==> config.mk <==
export PLATFORM = sky130hd
export DESIGN_NAME = cdb_broadcaster_flat
export DESIGN_NICKNAME = d
export VERILOG_FILES = /design/src/rtl/cdb_broadcaster_if.sv /design/src/rtl/cdb_broadcaster.sv /design/src/flat_wrapper.sv
export SDC_FILE = /design/constraint.sdc
export NUM_CORES = 1
export LEC_CHECK = 0
export BUFFER_PORTS_ARGS = -buffer_cell sky130_fd_sc_hd__clkbuf_2
export CORE_ASPECT_RATIO = 0.7
export CORE_MARGIN = 5
export CORE_UTILIZATION = 60
export DETAILED_ROUTE_END_ITERATION = 6
export GPL_ROUTABILITY_DRIVEN = 1
export PLACE_DENSITY = 0.82
export SLEW_MARGIN = 20
export SYNTH_ARGS = -nofsm -noshare
export SYNTH_HDL_FRONTEND = slang
export SYNTH_SLANG_ARGS = --single-unit
==> constraint.sdc <==
create_clock -name clock -period 40 [get_ports clock]
set_input_delay 4 -clock clock [delete_from_list [all_inputs] [get_ports clock]]
set_output_delay 4 -clock clock [all_outputs]
set_load 0.05 [all_outputs]
==> src/rtl/cdb_broadcaster_if.sv <==
// Completion-side bus bundle for cdb_broadcaster: functional-unit results in,
// squash control in, registered common-data-bus broadcast out.
interface cdb_broadcaster_if #(
  parameter int NUM_FU  = 4,
  parameter int Q_DEPTH = 2,
  parameter int ROB_SZ  = 8,
  parameter int XLEN    = 32,
  parameter int TAG_W   = $clog2(ROB_SZ + 1),
  parameter int CNT_W   = $clog2(NUM_FU * Q_DEPTH + 1)
);
  logic [NUM_FU-1:0]       fu_valid;
  logic [NUM_FU*TAG_W-1:0] fu_tag;
  logic [NUM_FU*XLEN-1:0]  fu_value;
  logic [NUM_FU-1:0]       fu_mispred;
  logic [NUM_FU*XLEN-1:0]  fu_branch_loc;
  logic [NUM_FU-1:0]       fu_ready;
  logic [TAG_W-1:0]        rob_head;
  logic                    branch_valid;
  logic [TAG_W-1:0]        branch_tag;
  logic [TAG_W-1:0]        cdb_tag;
  logic [XLEN-1:0]         cdb_v;
  logic                    cdb_mispred;
  logic [XLEN-1:0]         cdb_branch_loc;
  logic [CNT_W-1:0]        pending_cnt;

  // Environment side: functional units, ROB head and branch unit.
  modport master (
    output fu_valid, fu_tag, fu_value, fu_mispred, fu_branch_loc,
    output rob_head, branch_valid, branch_tag,
    input  fu_ready, cdb_tag, cdb_v, cdb_mispred, cdb_branch_loc, pending_cnt
  );

  // Broadcaster side.
  modport slave (
    input  fu_valid, fu_tag, fu_value, fu_mispred, fu_branch_loc,
    input  rob_head, branch_valid, branch_tag,
    output fu_ready, cdb_tag, cdb_v, cdb_mispred, cdb_branch_loc, pending_cnt
  );
endinterface

==> src/rtl/cdb_broadcaster.sv <==
// Common-data-bus driver: buffers finished results in per-unit slots, broadcasts
// the oldest one (by ROB age) each cycle, and drops results younger than a
// mispredicted branch on squash.
module cdb_broadcaster #(
  parameter int NUM_FU  = 4,
  parameter int Q_DEPTH = 2,
  parameter int ROB_SZ  = 8,
  parameter int XLEN    = 32,
  parameter int TAG_W   = $clog2(ROB_SZ + 1),
  parameter int CNT_W   = $clog2(NUM_FU * Q_DEPTH + 1)
) (
  input logic               clock,
  input logic               reset,
  cdb_broadcaster_if.slave  bus
);
  localparam int NUM_SLOTS = NUM_FU * Q_DEPTH;
  localparam int SLOT_W    = (NUM_SLOTS > 1) ? $clog2(NUM_SLOTS) : 1;
  localparam logic [TAG_W:0] ROB_SZ_E = (TAG_W + 1)'(ROB_SZ);

  // Distance from the ROB head; tags and head are both in 1..ROB_SZ, so one
  // conditional subtract replaces the modulo.
  function automatic logic [TAG_W:0] age_of(input logic [TAG_W-1:0] tag,
                                            input logic [TAG_W-1:0] head);
    logic [TAG_W:0] diff;
    diff = {1'b0, tag} + ROB_SZ_E - {1'b0, head};
    if (diff >= ROB_SZ_E) diff = diff - ROB_SZ_E;
    return diff;
  endfunction

  logic [NUM_SLOTS-1:0] valid_reg, valid_next;
  logic [NUM_SLOTS-1:0] wr_en, kill_vec, pop_vec;
  logic [TAG_W-1:0]     tag_reg     [NUM_SLOTS];
  logic [XLEN-1:0]      value_reg   [NUM_SLOTS];
  logic                 mispred_reg [NUM_SLOTS];
  logic [XLEN-1:0]      loc_reg     [NUM_SLOTS];
  logic [TAG_W:0]       slot_age    [NUM_SLOTS];
  logic [TAG_W:0]       br_age;

  logic                 sel_found;
  logic [SLOT_W-1:0]    sel_idx;
  logic [TAG_W:0]       sel_age;

  logic [TAG_W-1:0]     cdb_tag_reg, cdb_tag_next;
  logic [XLEN-1:0]      cdb_v_reg, cdb_v_next;
  logic                 cdb_mispred_reg, cdb_mispred_next;
  logic [XLEN-1:0]      cdb_loc_reg, cdb_loc_next;
  logic [CNT_W-1:0]     pending_reg, pending_next;

  assign br_age = age_of(bus.branch_tag, bus.rob_head);

  genvar gi;
  // Per unit: readiness from current state only, lowest free slot takes the
  // incoming result unless a same-edge squash makes it dead on arrival.
  for (gi = 0; gi < NUM_FU; gi++) begin : g_unit
    logic [Q_DEPTH-1:0] free_vec;
    logic [Q_DEPTH-1:0] pick_vec;
    logic               in_young;
    assign free_vec = ~valid_reg[gi*Q_DEPTH +: Q_DEPTH];
    assign pick_vec = free_vec & (~free_vec + Q_DEPTH'(1));
    assign in_young = bus.branch_valid &&
                      (age_of(bus.fu_tag[gi*TAG_W +: TAG_W], bus.rob_head) > br_age);
    assign bus.fu_ready[gi] = |free_vec;
    assign wr_en[gi*Q_DEPTH +: Q_DEPTH] = (bus.fu_valid[gi] && !in_young) ? pick_vec : '0;
  end

  // Per slot: age relative to the head and squash kill flag.
  for (gi = 0; gi < NUM_SLOTS; gi++) begin : g_slot
    assign slot_age[gi] = age_of(tag_reg[gi], bus.rob_head);
    assign kill_vec[gi] = bus.branch_valid && valid_reg[gi] && (slot_age[gi] > br_age);
  end

  // Oldest valid slot wins; tags are unique so strict less-than is enough.
  always_comb begin
    sel_found = 1'b0;
    sel_idx   = '0;
    sel_age   = '0;
    for (int s = 0; s < NUM_SLOTS; s++) begin
      if (valid_reg[s] && (!sel_found || slot_age[s] < sel_age)) begin
        sel_found = 1'b1;
        sel_idx   = SLOT_W'(s);
        sel_age   = slot_age[s];
      end
    end
  end

  // Next slot occupancy and broadcast; a squashed winner still leaves its slot
  // but nothing else is broadcast in its place.
  always_comb begin
    pop_vec = '0;
    if (sel_found) pop_vec[sel_idx] = 1'b1;
    valid_next = (valid_reg & ~pop_vec & ~kill_vec) | wr_en;

    cdb_tag_next     = '0;
    cdb_v_next       = '0;
    cdb_mispred_next = 1'b0;
    cdb_loc_next     = '0;
    if (sel_found && !kill_vec[sel_idx]) begin
      cdb_tag_next     = tag_reg[sel_idx];
      cdb_v_next       = value_reg[sel_idx];
      cdb_mispred_next = mispred_reg[sel_idx];
      cdb_loc_next     = loc_reg[sel_idx];
    end
  end

  // Population count of slots that stay valid after this edge.
  always_comb begin
    pending_next = '0;
    for (int s = 0; s < NUM_SLOTS; s++) begin
      pending_next = pending_next + CNT_W'(valid_next[s]);
    end
  end

  // Control state and broadcast registers; reset clears everything at once.
  always_ff @(posedge clock or negedge reset) begin
    if (!reset) begin
      valid_reg       <= '0;
      cdb_tag_reg     <= '0;
      cdb_v_reg       <= '0;
      cdb_mispred_reg <= 1'b0;
      cdb_loc_reg     <= '0;
      pending_reg     <= '0;
    end else begin
      valid_reg       <= valid_next;
      cdb_tag_reg     <= cdb_tag_next;
      cdb_v_reg       <= cdb_v_next;
      cdb_mispred_reg <= cdb_mispred_next;
      cdb_loc_reg     <= cdb_loc_next;
      pending_reg     <= pending_next;
    end
  end

  // Slot payload is only meaningful while valid_reg is set, so it carries no reset.
  always_ff @(posedge clock) begin
    for (int s = 0; s < NUM_SLOTS; s++) begin
      if (wr_en[s]) begin
        tag_reg[s]     <= bus.fu_tag[(s / Q_DEPTH) * TAG_W +: TAG_W];
        value_reg[s]   <= bus.fu_value[(s / Q_DEPTH) * XLEN +: XLEN];
        mispred_reg[s] <= bus.fu_mispred[s / Q_DEPTH];
        loc_reg[s]     <= bus.fu_branch_loc[(s / Q_DEPTH) * XLEN +: XLEN];
      end
    end
  end

  assign bus.cdb_tag        = cdb_tag_reg;
  assign bus.cdb_v          = cdb_v_reg;
  assign bus.cdb_mispred    = cdb_mispred_reg;
  assign bus.cdb_branch_loc = cdb_loc_reg;
  assign bus.pending_cnt    = pending_reg;
endmodule

==> src/flat_wrapper.sv <==
// flat-port wrapper written by rule: the top's interface ports become plain ports
module cdb_broadcaster_flat 
#(
  parameter int NUM_FU  = 4,
  parameter int Q_DEPTH = 2,
  parameter int ROB_SZ  = 8,
  parameter int XLEN    = 32,
  parameter int TAG_W   = $clog2(ROB_SZ + 1),
  parameter int CNT_W   = $clog2(NUM_FU * Q_DEPTH + 1)
)
  (clock, reset, bus_fu_valid, bus_fu_tag, bus_fu_value, bus_fu_mispred, bus_fu_branch_loc, bus_rob_head, bus_branch_valid, bus_branch_tag, bus_fu_ready, bus_cdb_tag, bus_cdb_v, bus_cdb_mispred, bus_cdb_branch_loc, bus_pending_cnt);
  cdb_broadcaster_if #(.NUM_FU(NUM_FU), .Q_DEPTH(Q_DEPTH), .ROB_SZ(ROB_SZ), .XLEN(XLEN), .TAG_W(TAG_W), .CNT_W(CNT_W)) bus_i ();
  input logic clock;
  input logic reset;
  input wire logic [$bits(bus_i.fu_valid)-1:0] bus_fu_valid;
  input wire logic [$bits(bus_i.fu_tag)-1:0] bus_fu_tag;
  input wire logic [$bits(bus_i.fu_value)-1:0] bus_fu_value;
  input wire logic [$bits(bus_i.fu_mispred)-1:0] bus_fu_mispred;
  input wire logic [$bits(bus_i.fu_branch_loc)-1:0] bus_fu_branch_loc;
  input wire logic [$bits(bus_i.rob_head)-1:0] bus_rob_head;
  input wire logic [$bits(bus_i.branch_valid)-1:0] bus_branch_valid;
  input wire logic [$bits(bus_i.branch_tag)-1:0] bus_branch_tag;
  output wire logic [$bits(bus_i.fu_ready)-1:0] bus_fu_ready;
  output wire logic [$bits(bus_i.cdb_tag)-1:0] bus_cdb_tag;
  output wire logic [$bits(bus_i.cdb_v)-1:0] bus_cdb_v;
  output wire logic [$bits(bus_i.cdb_mispred)-1:0] bus_cdb_mispred;
  output wire logic [$bits(bus_i.cdb_branch_loc)-1:0] bus_cdb_branch_loc;
  output wire logic [$bits(bus_i.pending_cnt)-1:0] bus_pending_cnt;
  assign bus_i.fu_valid = bus_fu_valid;
  assign bus_i.fu_tag = bus_fu_tag;
  assign bus_i.fu_value = bus_fu_value;
  assign bus_i.fu_mispred = bus_fu_mispred;
  assign bus_i.fu_branch_loc = bus_fu_branch_loc;
  assign bus_i.rob_head = bus_rob_head;
  assign bus_i.branch_valid = bus_branch_valid;
  assign bus_i.branch_tag = bus_branch_tag;
  assign bus_fu_ready = bus_i.fu_ready;
  assign bus_cdb_tag = bus_i.cdb_tag;
  assign bus_cdb_v = bus_i.cdb_v;
  assign bus_cdb_mispred = bus_i.cdb_mispred;
  assign bus_cdb_branch_loc = bus_i.cdb_branch_loc;
  assign bus_pending_cnt = bus_i.pending_cnt;
  cdb_broadcaster #(.NUM_FU(NUM_FU), .Q_DEPTH(Q_DEPTH), .ROB_SZ(ROB_SZ), .XLEN(XLEN), .TAG_W(TAG_W), .CNT_W(CNT_W)) u_core (.clock(clock), .reset(reset), .bus(bus_i));
endmodule
==> flow_metrics.py <==
metrics = {
    "run_status": {
        "outcome": "finished, final reports clean",
    },
    "setup_path": {
        "path_class": "in -> reg",
        "cp_common_cell": "ha_1",
        "crit_arrival_ns": 22.78,
        "startpoint_type": "input pin",
        "cp_max_fo": 71,
        "cp-end-kind": "flop",
        "cp.required_ns": 40.46,
        "slowest_delay_ns": 1.03,
        "cpMaxStageDelayCell": "and3_4",
    },
    "die": {
        "die_x_um": 276,
        "dieArea_sq_um": 54100,
        "core_sq_um": 49100,
        "floorplan.initialDensity": 0.604,
        "io_pins": 368,
        "rows": 68,
        "die_h_um": 196,
    },
    "finish": {
        "layout-drive-gt1-share": 0.218,
        "area_growth_pct": 15.5,
        "nFillCells": 3274,
        "postLayoutCellArea_sq_um": 34300,
        "seqCellArea_sq_um": 18600,
        "multi_input_area_sq_um": 10300,
        "finalNetCount": 2963,
    },
    "synth": {
        "synth_fa_ha_area_frac": 0.0932,
        "yosysTopAreaCellShare": 0.559,
        "synth-seq-cells": 633,
        "synth-simple-area-share": 0.0650,
        "synth_commonest_cells": "552 x edfxtp_1, 210 x mux2i_1, 193 x ha_1, 190 x nand2_1, 140 x inv_1",
        "yosys.area.top_type": "edfxtp_1",
        "avgSynthCellArea_sq_um": 14.2,
        "synth_xor_area_frac": 0.00999,
        "syn_inst": 2093,
        "ys_types": 81,
        "synth_edf_count": 552,
        "synth-compound-area-share": 0.0955,
        "synth-async-reset-ratio": 0.128,
        "yosysMostFrequentCell": "edfxtp_1",
        "yosys_warnings": 0,
        "synth_top_family_by_area": "compound AO/OA/AOI/OAI gates",
        "synth_seq_area_share": 0.627,
        "syn-cell-area_sq_um": 29700,
        "synth_mux_area_frac": 0.0782,
        "synth_area_leaders": "edfxtp_1 56%, ha_1 8.1%, mux2i_1 7.1%",
        "synth_nets": 2594,
        "ys.flop_type": "edfxtp_1",
    },
    "clock_tree": {
        "post_cts_buffers": 0,
        "ctsResizeCount": 0,
        "htreeDepth": 2,
        "cts_tree": "yes",
        "path_clk_slew_ns": 0.07,
        "clkSinkCount": 633,
        "clk_latency_ns": 0.61,
        "cts_hold_buf": 0,
        "cts_inserted_buffers": 57,
        "root_buffer": "clkbuf_16",
        "cts_buffer_depth": 3,
    },
    "timing": {
        "hold_viol": 0,
        "drv_slew": 0,
        "setup_viol": 0,
        "relSlewSlack": 0.217,
        "final.min_clock_period_ns": 22.33,
        "finalSetupTns_ns": 0,
        "finalCritPeriodShare": 0.558,
        "worst_clock_skew_ns": 0.0441,
        "max_freq_ghz": 0.0448,
        "worst_pin_slew_ns": 1.17,
        "rsz0062_at_grt": "false",
    },
    "place": {
        "dpl.hpwl_um": 54500,
        "placed_area_sq_um": 32300,
        "gp_congestion": 0.932,
        "numPortBuffers": 367,
    },
    "route": {
        "wl_met3_um": 8180,
        "routed.top_layer": "met5",
        "wl_met1_um": 33800,
        "dr_total_vias": 19899,
        "wl_met2_um": 38900,
        "drc": 0,
        "drtPass1Iterations": 5,
        "dr.first_iter.drc_count": 2141,
        "ant_nets": 0,
        "post_drt_via_cell_ratio": 6.24,
        "routed_wl_um": 83700,
        "routedWlPerCell_um": 26.2,
    },
    "global_route": {
        "grt_pass1_vias": 20575,
        "grt_overflow": 0,
        "grt_max_degree": 126,
        "grt_first_pass_wirelength_um": 124000,
        "grt.total_usage": 0.303,
        "antenna_found_initial": 20,
    },
    "worst_hold_path": {
        "min_path_type": "reg -> reg",
    },
    "flow_run": {
        "drv_cap": 0,
    },
}
[metal layers]
layer / global-route usage / up-vias
met5: 0 / -
met4: 0.0984 / 16
met2: 0.483 / 1109
li1: - / 8744
met1: 0.421 / 9814
met3: 0.0704 / 216
[cells in the final DEF (no fill, tap or decap), types with 48 or more instances in the layout]
master	instances
a21oi_1	50
ha_1	193
nor3_1	69
nand2_1	190
clkbuf_2	366
o21ai_0	48
inv_1	139
a32o_1	68
dfrtp_1	81
clkbuf_16	58
a22o_1	69
mux2i_1	210
edfxtp_1	552
[worst paths after layout]
kind                       cells after the start                        end                    from  slack, ns
max                                           65  u_core.bus.pending_cnt[2]         bus_rob_head[1]      17.67
min                                            3        u_core.bus.cdb_v[8]  u_core.value_reg[5][8]       0.65
max reg2reg                                   63  u_core.bus.pending_cnt[2]    u_core.tag_reg[1][1]      21.39
min reg2reg                                    3        u_core.bus.cdb_v[8]  u_core.value_reg[5][8]       0.65
max in group asynchronous                      2        u_core.bus.cdb_v[1]                   reset      35.36
min in group asynchronous                      1       u_core.bus.cdb_v[25]                   reset       3.42
[area by class of cell]
cell class	instances	share of cell area
clock buffer	76	0.0455
sequential	633	0.543
timing repair buffer	393	0.0597
inverter	142	0.0156
antenna	14	0.00102
tap	665	0.0243
clock inverter	32	0.0115
multi-input combinational	1235	0.300
[cells by family (layout without fill, tap and decap cells)]
kind of cell	count (synthesis)	in the layout
xor gates and xnor gates	33	33
muxes	229	229
other	0	14
DFF	633	633
adders and majority gates	211	211
AOI/OAI and AO/OA	361	361
buffers and inverters	225	643
and+or+nand+nor	401	401
[through the flow]
stage / instances / setup slack [ns] / utilization / hold slack, ns
after floorplan: 2093 / 20.64 / - / 0.620
after global placement: 3068 / 18.03 / 0.658 / 0.633
after detailed placement: 3068 / 17.49 / 0.658 / 0.642
after CTS: 3176 / 18.06 / 0.697 / 0.651
after global routing: 3184 / 16.62 / 0.698 / 0.676
final: 3190 / 17.67 / 0.698 / 0.647
[worst max-delay path, delay by kind of cell]
kind	cells	cell delay, ns
fa+ha+maj	15	5.34
buf+inv	4	0.76
mux	4	1.55
xor+xnor	1	0.18
simple gates	11	2.84
compound gates	30	8.08
Power is left out: the tool's default activity adds up to more than one toggle a clock period on the data nets, which glitch-free logic cannot reach.
